### src/rtl/irq_arbiter_if.sv
// -----------------------------------------------------------------------------
// irq_arbiter_if
// Bundle of the interrupt request sources and the Controller handshake used by
// irq_arbiter.
//
// Parameters:
//   N_IRQ : number of maskable channels (1..32)
//   ID_W  : width of IrqId (>= ceil(log2(N_IRQ)), >= 1)
//
// Signals (driven by master, sampled by slave unless noted):
//   IrqIn[N_IRQ]    request lines, bit 0 highest priority
//   EdgeMode[N_IRQ] 1 = rising-edge channel, 0 = level channel
//   IrqMask[N_IRQ]  1 = channel masked
//   NMI             non-maskable request (always rising-edge detected)
//   INTD            global disable of the maskable channels
//   INA             acknowledge pulse from the Controller
//   EOI             end-of-interrupt pulse
//   INT             (slave out) request to the Controller
//   isInterrupted   (slave out) an interrupt is in service
//   IrqId[ID_W]     (slave out) winning / in-service channel, 0 for NMI
//   IsNmi           (slave out) winner / in-service source is NMI
//   Pending[N_IRQ]  (slave out) registered pending bits, unmasked view
//
// Modports:
//   master : the side that owns the request lines and the Controller
//   slave  : the arbiter itself
// -----------------------------------------------------------------------------
interface irq_arbiter_if #(
    parameter int N_IRQ = 8,
    parameter int ID_W  = 3
);
    logic [N_IRQ-1:0] IrqIn;
    logic [N_IRQ-1:0] EdgeMode;
    logic [N_IRQ-1:0] IrqMask;
    logic             NMI;
    logic             INTD;
    logic             INA;
    logic             EOI;
    logic             INT;
    logic             isInterrupted;
    logic [ID_W-1:0]  IrqId;
    logic             IsNmi;
    logic [N_IRQ-1:0] Pending;

    modport master (
        output IrqIn, EdgeMode, IrqMask, NMI, INTD, INA, EOI,
        input  INT, isInterrupted, IrqId, IsNmi, Pending
    );

    modport slave (
        input  IrqIn, EdgeMode, IrqMask, NMI, INTD, INA, EOI,
        output INT, isInterrupted, IrqId, IsNmi, Pending
    );
endinterface

### src/rtl/irq_arbiter.sv
// -----------------------------------------------------------------------------
// irq_arbiter
// Interrupt front-end for the multicycle MIPS core. Collects N_IRQ maskable
// request lines plus one NMI, keeps them pending, selects a winner by fixed
// priority (NMI first, then lowest channel index), raises a single INT to the
// Controller and tracks the in-service interrupt until EOI. No nesting.
//
// Ports:
//   Clk      : single clock, rising edge
//   Reset_n  : asynchronous active-low reset
//   bus      : irq_arbiter_if.slave (request lines, mask/disable, INA/EOI
//              handshake in; INT, isInterrupted, IrqId, IsNmi, Pending out)
//
// Build option:
//   IRQ_EDGE_DETECT_EN defined   -> per-channel edge/level select via EdgeMode,
//                                   with a previous-sample register per channel.
//   IRQ_EDGE_DETECT_EN undefined -> every maskable channel is level-sensitive
//                                   and EdgeMode is ignored.
//   NMI is rising-edge detected in both builds.
// -----------------------------------------------------------------------------
module irq_arbiter #(
    parameter int N_IRQ = 8,
    parameter int ID_W  = 3
) (
    input  logic          Clk,
    input  logic          Reset_n,
    irq_arbiter_if.slave  bus
);

    typedef enum logic [1:0] {
        IDLE    = 2'd0,
        REQ     = 2'd1,
        SERVICE = 2'd2
    } state_t;

    state_t           state_reg, state_next;
    logic [N_IRQ-1:0] pend_reg, pend_next;
    logic [N_IRQ-1:0] eligible;
    logic             nmi_prev_reg;
    logic             nmi_pend_reg, nmi_pend_next;
    logic             nmi_rise;
    logic [ID_W-1:0]  id_reg, id_next;
    logic             is_nmi_reg, is_nmi_next;
    logic [ID_W-1:0]  win_id;
    logic             cand;
    logic             ack_fire;

    // An acknowledge only counts while a request is actually being shown.
    assign ack_fire = (state_reg == REQ) && bus.INA;

    // ---------------------------------------------------------------- NMI latch
    assign nmi_rise = bus.NMI & ~nmi_prev_reg;
    // Set wins over a same-cycle clear.
    assign nmi_pend_next = nmi_rise | (nmi_pend_reg & ~(ack_fire & is_nmi_reg));

    always_ff @(posedge Clk or negedge Reset_n) begin
        if (!Reset_n) begin
            nmi_prev_reg <= 1'b0;
            nmi_pend_reg <= 1'b0;
        end else begin
            nmi_prev_reg <= bus.NMI;
            nmi_pend_reg <= nmi_pend_next;
        end
    end

    // ------------------------------------------------------ per-channel pending
    genvar gi;
    generate
        for (gi = 0; gi < N_IRQ; gi++) begin : g_ch
`ifdef IRQ_EDGE_DETECT_EN
            logic prev_reg;
            logic ack_ch;

            // Acknowledge targets the registered winner, i.e. the value the
            // Controller saw when it pulsed INA.
            assign ack_ch = ack_fire && !is_nmi_reg && (id_reg == ID_W'(gi));

            // Previous sample resets to 0 so a line already high at reset
            // release is seen as a rising edge.
            always_ff @(posedge Clk or negedge Reset_n) begin
                if (!Reset_n) begin
                    prev_reg <= 1'b0;
                end else begin
                    prev_reg <= bus.IrqIn[gi];
                end
            end

            // Edge channel: set on rise, hold until acknowledged, set wins.
            // Level channel: just the registered line.
            assign pend_next[gi] = bus.EdgeMode[gi]
                                 ? ((bus.IrqIn[gi] & ~prev_reg) | (pend_reg[gi] & ~ack_ch))
                                 : bus.IrqIn[gi];
`else
            assign pend_next[gi] = bus.IrqIn[gi];
`endif
        end
    endgenerate

`ifndef IRQ_EDGE_DETECT_EN
    // EdgeMode has no meaning when every channel is level-sensitive.
    logic unused_edge_mode;
    assign unused_edge_mode = ^bus.EdgeMode;
`endif

    always_ff @(posedge Clk or negedge Reset_n) begin
        if (!Reset_n) begin
            pend_reg <= '0;
        end else begin
            pend_reg <= pend_next;
        end
    end

    // ------------------------------------------------------------- arbitration
    // Mask and INTD act combinationally so a change takes effect in the same
    // evaluation that registers the next winner/state.
    assign eligible = bus.INTD ? '0 : (pend_reg & ~bus.IrqMask);

    always_comb begin
        win_id = '0;
        if (!nmi_pend_reg) begin
            // Walk downward so the lowest eligible index is the last to write.
            for (int i = N_IRQ - 1; i >= 0; i--) begin
                if (eligible[i]) begin
                    win_id = ID_W'(i);
                end
            end
        end
    end

    assign cand = nmi_pend_reg | (|eligible);

    // --------------------------------------------------------------------- FSM
    always_ff @(posedge Clk or negedge Reset_n) begin
        if (!Reset_n) begin
            state_reg  <= IDLE;
            id_reg     <= '0;
            is_nmi_reg <= 1'b0;
        end else begin
            state_reg  <= state_next;
            id_reg     <= id_next;
            is_nmi_reg <= is_nmi_next;
        end
    end

    always_comb begin
        state_next  = state_reg;
        id_next     = id_reg;
        is_nmi_next = is_nmi_reg;
        case (state_reg)
            IDLE: begin
                if (cand) begin
                    id_next     = win_id;
                    is_nmi_next = nmi_pend_reg;
                    state_next  = REQ;
                end
            end
            REQ: begin
                // Acknowledge takes priority: the Controller has already
                // committed to the winner it saw, so keep it frozen.
                if (bus.INA) begin
                    state_next = SERVICE;
                end else if (cand) begin
                    id_next     = win_id;
                    is_nmi_next = nmi_pend_reg;
                end else begin
                    state_next = IDLE;
                end
            end
            SERVICE: begin
                if (bus.EOI) begin
                    state_next = IDLE;
                end
            end
            default: begin
                state_next = IDLE;
            end
        endcase
    end

    // ----------------------------------------------------------------- outputs
    assign bus.INT           = (state_reg == REQ);
    assign bus.isInterrupted = (state_reg == SERVICE);
    assign bus.IrqId         = id_reg;
    assign bus.IsNmi         = is_nmi_reg;
    assign bus.Pending       = pend_reg;

endmodule

### src/flat_wrapper.sv
// flat-port wrapper written by rule: the top's interface ports become plain ports
module irq_arbiter_flat 
#(
    parameter int N_IRQ = 8,
    parameter int ID_W  = 3
)
  (Clk, Reset_n, bus_IrqIn, bus_EdgeMode, bus_IrqMask, bus_NMI, bus_INTD, bus_INA, bus_EOI, bus_INT, bus_isInterrupted, bus_IrqId, bus_IsNmi, bus_Pending);
  irq_arbiter_if #(.N_IRQ(N_IRQ), .ID_W(ID_W)) bus_i ();
  input  logic Clk;
  input  logic Reset_n;
  input wire logic [$bits(bus_i.IrqIn)-1:0] bus_IrqIn;
  input wire logic [$bits(bus_i.EdgeMode)-1:0] bus_EdgeMode;
  input wire logic [$bits(bus_i.IrqMask)-1:0] bus_IrqMask;
  input wire logic [$bits(bus_i.NMI)-1:0] bus_NMI;
  input wire logic [$bits(bus_i.INTD)-1:0] bus_INTD;
  input wire logic [$bits(bus_i.INA)-1:0] bus_INA;
  input wire logic [$bits(bus_i.EOI)-1:0] bus_EOI;
  output wire logic [$bits(bus_i.INT)-1:0] bus_INT;
  output wire logic [$bits(bus_i.isInterrupted)-1:0] bus_isInterrupted;
  output wire logic [$bits(bus_i.IrqId)-1:0] bus_IrqId;
  output wire logic [$bits(bus_i.IsNmi)-1:0] bus_IsNmi;
  output wire logic [$bits(bus_i.Pending)-1:0] bus_Pending;
  assign bus_i.IrqIn = bus_IrqIn;
  assign bus_i.EdgeMode = bus_EdgeMode;
  assign bus_i.IrqMask = bus_IrqMask;
  assign bus_i.NMI = bus_NMI;
  assign bus_i.INTD = bus_INTD;
  assign bus_i.INA = bus_INA;
  assign bus_i.EOI = bus_EOI;
  assign bus_INT = bus_i.INT;
  assign bus_isInterrupted = bus_i.isInterrupted;
  assign bus_IrqId = bus_i.IrqId;
  assign bus_IsNmi = bus_i.IsNmi;
  assign bus_Pending = bus_i.Pending;
  irq_arbiter #(.N_IRQ(N_IRQ), .ID_W(ID_W)) u_core (.Clk(Clk), .Reset_n(Reset_n), .bus(bus_i));
endmodule
### config.mk
export PLATFORM = sky130hd
export DESIGN_NAME = irq_arbiter_flat
export DESIGN_NICKNAME = d
export VERILOG_FILES = /design/src/rtl/irq_arbiter_if.sv /design/src/rtl/irq_arbiter.sv /design/src/flat_wrapper.sv
export SDC_FILE = /design/constraint.sdc
export NUM_CORES = 1
export LEC_CHECK = 0
export CAP_MARGIN = 20
export CORE_MARGIN = 10
export CORE_UTILIZATION = 51
export DETAILED_ROUTE_END_ITERATION = 12
export DONT_BUFFER_PORTS = 1
export PLACE_DENSITY = 0.69
export SLEW_MARGIN = 20
export SYNTH_ARGS = -nofsm -noshare
export SYNTH_HDL_FRONTEND = slang
export SYNTH_SLANG_ARGS = --single-unit
### constraint.sdc
create_clock -name Clk -period 1.21 [get_ports Clk]
set_input_delay 0.1815 -clock Clk [delete_from_list [all_inputs] [get_ports Clk]]
set_output_delay 0.1815 -clock Clk [all_outputs]
set_load 0.02 [all_outputs]
==> flow_summary.toml, run 1 <==
[status]
status = "finished, violations left"
violations = "negative setup slack"

[route]
viasPerCell = 5.93
wirelength_um = 2410
vias = 593
drt_iter0_markers = 19
drc = 0
wl_per_cell_um = 24.1
dr.pass1.iters = 4
ant_nets = 0

[clock_tree]
clkLatencyLatePin_ns = 0.28
ctsRootBufferMaster = "clkbuf_4"
cts_buffers = 3
clockBufferDepth = 2
h-tree-depth = 1
cts_tree = "built"
clk_pin_slew_ns = 0.10
clkSinkCount = 16

[sta]
finalHoldViolCount = 0
max_clock_freq_mhz = 744
post-route-min-period_ns = 1.34
tightest_slew_ns = 0.716
maxSlewViolCount = 0
rsz0062_at_grt = "true"
whs_ns = 0.0671
slew_headroom = 0.521
skew_ns = 0.00700
setup_slack_ns = -0.133
finalCritPeriodShare = 1.11
setup_viol = 6

[worst_hold_path]
hold_class = "in2reg"

[worst_setup_path]
cpPeakStageDelay_ns = 0.41
crit_path_cell_trace = "nand2b_1, a21oi_2, o41ai_4, a22o_1"
critPathTopFamily = "compound AO/OA/AOI/OAI gates"
path_max_fanout = 4
critPathSlowestCell = "dfrtp_1"
cp-end-kind = "register"
path_buf_inv = 0
cp-start-kind = "register"
required_ns = 1.43
crit_type = "reg2reg"
arrival_ns = 1.56

[logic_synthesis]
yosys-top-cells-count = "dfrtp_1 (16), nand2b_1 (9), a21oi_1 (5), inv_1 (5), nor2b_1 (3)"
ys_types = 19
ys_ff_latch = 16
synth_edf_count = 0
yosysTopAreaCell = "dfrtp_1"
synthCells = 56
ys_seq_area_frac = 0.603
synth_ff_type = "dfrtp_1"
syn_nets = 86
yosys-top-cells-area = "dfrtp_1 (60%), nand2b_1 (8.5%), o41ai_4 (4.1%)"
synth_top_area_frac = 0.603
ys_warn_count = 0
synth_area_per_cell_sq_um = 11.9
synth.cell_area_sq_um = 664
async_flop_share = 1.00
synth.most_common_cell = "dfrtp_1"

[global_route]
grt_usage = 0.147
grt_pass1_vias = 696
grt_first_pass_wirelength_um = 3780
antenna_found_initial = 0
gr-total-overflow = 0
grt_max_degree = 17

[final_layout]
largest_register_ffs = 8
layout-drive-gt1-share = 0.419
utilization = 0.870
fin_nets = 117
synthToLayoutAreaGrowth_pct = 53.3
antenna_cells = 0

[floorplanning]
core-area_sq_um = 1170
initial_core_util = 0.567
rows = 12
die_area_sq_um = 3150
die_h_um = 56.1
die_w_um = 56.1
num_io_pins = 44

[pwr]
power_density_nw_per_um2 = 1890
p_leak_nw = 0.469
p_total_mw = 1.92
irDropWorstVdd_mv = 1.34

[placement]
hpwlAfterDp_um = 1480
gp_congestion = 0.809
io_buffers = 0

[job]
max_cap_viol_count = 0
[layer usage]
metal	share of wire	vias to the layer above	global-route usage
li1	-	257	-
met1	0.34	289	0.138
met2	0.52	41	0.266
met3	0.12	6	0.0752
met4	0.028	0	0.0478
met5	0	-	0
[cell type report]
class,instances,area [sq um]
flip-flops and latches,16,405
multi-input cells,35,309
well taps,14,17.5
repair buffers,26,231
clock buffers,4,36.3
fillers,46,153
inverters,5,18.8
[power breakdown]
part	leakage, nW	internal, mW	switching [mW]
registers	0.186	0.655	0.224
clock network	0.0210	0.183	0.166
logic	0.262	0.353	0.343
[timing repair]
item                                   4_1_cts  5_1_grt
hold buffers                                10        0
setup buffers                                2        1
gates resized for setup                      3        8
pin swaps                                    3        1
setup endpoints to repair                    6        7
endpoints found under the hold margin       25        0
[stage by stage]
stage	cell area (sq um)	setup slack [ns]	setup TNS (ns)	cells
floorplan	692	-0.0337	-0.0569	56
global placement	807	-0.0292	-0.0687	83
detailed placement	807	-0.116	-0.401	83
CTS	976	-0.0915	-0.251	99
global route	1020	-0.186	-0.860	100
finish	1020	-0.133	-0.489	100
[path summary, 6_finish.rpt]
kind,start,to,slack [ns],cells after the start
max,u_core.bus.Pending[5]$_DFF_PN0_,u_core.bus.IsNmi$_DFFE_PN0P_,-0.13,4
min,bus_INA,u_core.state_reg[1]$_DFFE_PN0P_,0.07,1
max reg2reg,u_core.bus.Pending[5]$_DFF_PN0_,u_core.bus.IsNmi$_DFFE_PN0P_,-0.13,4
min reg2reg,u_core.nmi_prev_reg$_DFF_PN0_,u_core.nmi_pend_reg$_DFF_PN0_,0.46,1
max in group asynchronous,Reset_n,u_core.bus.Pending[1]$_DFF_PN0_,0.32,1
min in group asynchronous,Reset_n,u_core.bus.Pending[4]$_DFF_PN0_,0.38,1
[cell families (layout without fill, tap and decap cells)]
logic type | Yosys count | count (layout) | synth area share
AND/OR/NAND/NOR | 17 | 17 | 0.147
flip-flops | 16 | 16 | 0.603
AO/OA/AOI/OAI | 18 | 18 | 0.222
buffers and inverters | 5 | 35 | 0.0283
[cells in the final DEF (no fill, tap or decap), drive strengths merged]
cell	n
buf	16
dfrtp	16
dlygate4sd3	10
nand2b	9
a21oi	7
inv	5
clkbuf	4
nor2b	3
nand2	2
o21ai	2
a22o	2
nand3	1
a21o	1
a211o	1
a41oi	1
o41ai	1
a31oi	1
nor2	1
nand4	1
o2bb2ai	1
o31a	1
Power figures use the tool's default switching activity.
==> inputs of run 2 (changes only) <==
CORE_AREA = 10 10 47 49   (was unset)
CORE_MARGIN = unset   (was 10)
CORE_UTILIZATION = unset   (was 51)
DIE_AREA = 0 0 57 59   (was unset)
PLACE_DENSITY = 0.64   (was 0.69)
clock period = 1.48 ns   (was 1.21 ns; I/O delays follow)
==> flow_summary.toml, run 2 (synthesis gave the netlist of run 1 again) <==
[pwr]
power_density_nw_per_um2 = 1560
irDropWorstVdd_mv = 0.823
p_leak_nw = 0.408

[final_layout]
fin_nets = 111
design_area_sq_um = 896
largest_register_ffs = 8
layout-drive-gt1-share = 0.225
antenna_cells = 0
most-common-layout-cells = "dfrtp_1 (16), dlygate4sd3_1 (10), buf_4 (10)"
layout.cells.non_filler = 96
layout_commonest_cell = "dfrtp_1"
synthToLayoutAreaGrowth_pct = 34.8

[clock_tree]
cts-resized-gates = 0
clkLatencyLatePin_ns = 0.29
clkSinkCount = 16
h-tree-depth = 1
ctsRootBufferMaster = "clkbuf_4"
cts_buffers = 3
clockBufferDepth = 2
clk_pin_slew_ns = 0.10
cts_tree = "built"

[route]
met1_length_um = 609
routed-wl-met3_um = 221
drc = 0
dr.pass1.iters = 3
ant_nets = 0
viasPerCell = 5.24
met2WireLength_um = 733
vias = 503
drt_iter0_markers = 6
wirelength_um = 1600
top_layer = "met4"
wl_per_cell_um = 16.7

[global_route]
gr-total-overflow = 0
grt_first_pass_wirelength_um = 2530
grt_pass1_vias = 554
grt_usage = 0.0960
antenna_found_initial = 0
grt_max_degree = 17

[placement]
gp_congestion = 0.713
io_buffers = 0
dp.cells = 82
hpwlAfterDp_um = 1260
dpl_cell_area_sq_um = 759

[floorplanning]
num_io_pins = 44
initial_core_util = 0.474
die_w_um = 57
rows = 14
die_area_sq_um = 3360
core-area_sq_um = 1400
die_h_um = 59

[sta]
rsz0062_at_grt = "false"
setup_tns_ns = 0
maxSlewViolCount = 0
post-route-min-period_ns = 1.35
tightest_slew_ns = 0.673
max_clock_freq_mhz = 743
skew_ns = 0.00285
finalCritPeriodShare = 0.910
finalHoldViolCount = 0
whs_ns = 0.0657
setup_viol = 0
slew_headroom = 0.550

[worst_setup_path]
r2r_start = "u_core.bus.Pending[2]$_DFF_PN0_"
crit_type = "reg2reg"
required_ns = 1.69
r2r_slack_ns = 0.13
cp-end-kind = "register"
path_max_fanout = 4
cp-start-kind = "register"
startpoint = "u_core.bus.Pending[2]$_DFF_PN0_"
arrival_ns = 1.56

[worst_hold_path]
hold_class = "in2reg"
min_from = "bus_INA"

[job]
max_cap_viol_count = 0

[status]
status = "finished clean"
==> run 2: changes by cell type in the layout (fill, tap and decap cells not counted), sizes merged <==
cell,previous run,this run
buf,16,10
==> run 2: path summary, 6_finish.rpt <==
path / cells past startpoint / to
worst max register to register: 4 / u_core.bus.IrqId[0]$_DFFE_PN0P_
min in group asynchronous: 1 / u_core.bus.Pending[6]$_DFF_PN0_
worst min register to register: 1 / u_core.nmi_pend_reg$_DFF_PN0_
worst min-delay path: 1 / u_core.state_reg[1]$_DFFE_PN0P_
max in group asynchronous: 1 / u_core.bus.IrqId[0]$_DFFE_PN0P_
worst max-delay path: 4 / u_core.bus.IrqId[0]$_DFFE_PN0P_
==> run 2: repair_timing <==
action                                 in CTS  in global routing
buffers inserted                            0                  0
endpoints found under the hold margin      25                  0
hold buffers                               10                  0
==> run 2: cell type report <==
type                            count  area [sq um]
Clock buffer                        4          36.3
Fill cell                         120           505
Inverter                            5          18.8
Multi-Input combinational cell     35           245
Sequential cell                    16           400
Tap cell                           16          20.0
Timing Repair Buffer               20           175
==> run 2: power by group <==
group / switching, mW / leakage [nW] / total [mW] / internal, mW
combinational: 0.212 / 0.197 / 0.424 / 0.212
clock: 0.143 / 0.0210 / 0.292 / 0.150
sequential: 0.144 / 0.190 / 0.679 / 0.535
==> run 2: stage by stage <==
stage / power, mW / setup WS [ns] / utilization
2_1_floorplan: 0.956 / 0.186 / -
5_1_grt: 1.47 / 0.0582 / 0.639
6_report: 1.40 / 0.134 / 0.639
3_3_place_gp: 1.08 / 0.180 / 0.542
4_1_cts: 1.41 / 0.130 / 0.639
3_5_place_dp: 1.09 / 0.172 / 0.542
==> run 2: layer usage <==
metal / GRT usage / vias to the layer above
met5: 0 / -
met4: 0.0604 / 0
li1: - / 242
met3: 0.0708 / 5
met2: 0.144 / 23
met1: 0.0926 / 233
==> run 2: critical path: stages, from the launching register on <==
cell	delay [ns]
dfrtp_1	0.39
nand2b_1	0.13
a41oi_1	0.21
o41ai_4	0.36
o2bb2ai_1	0.18
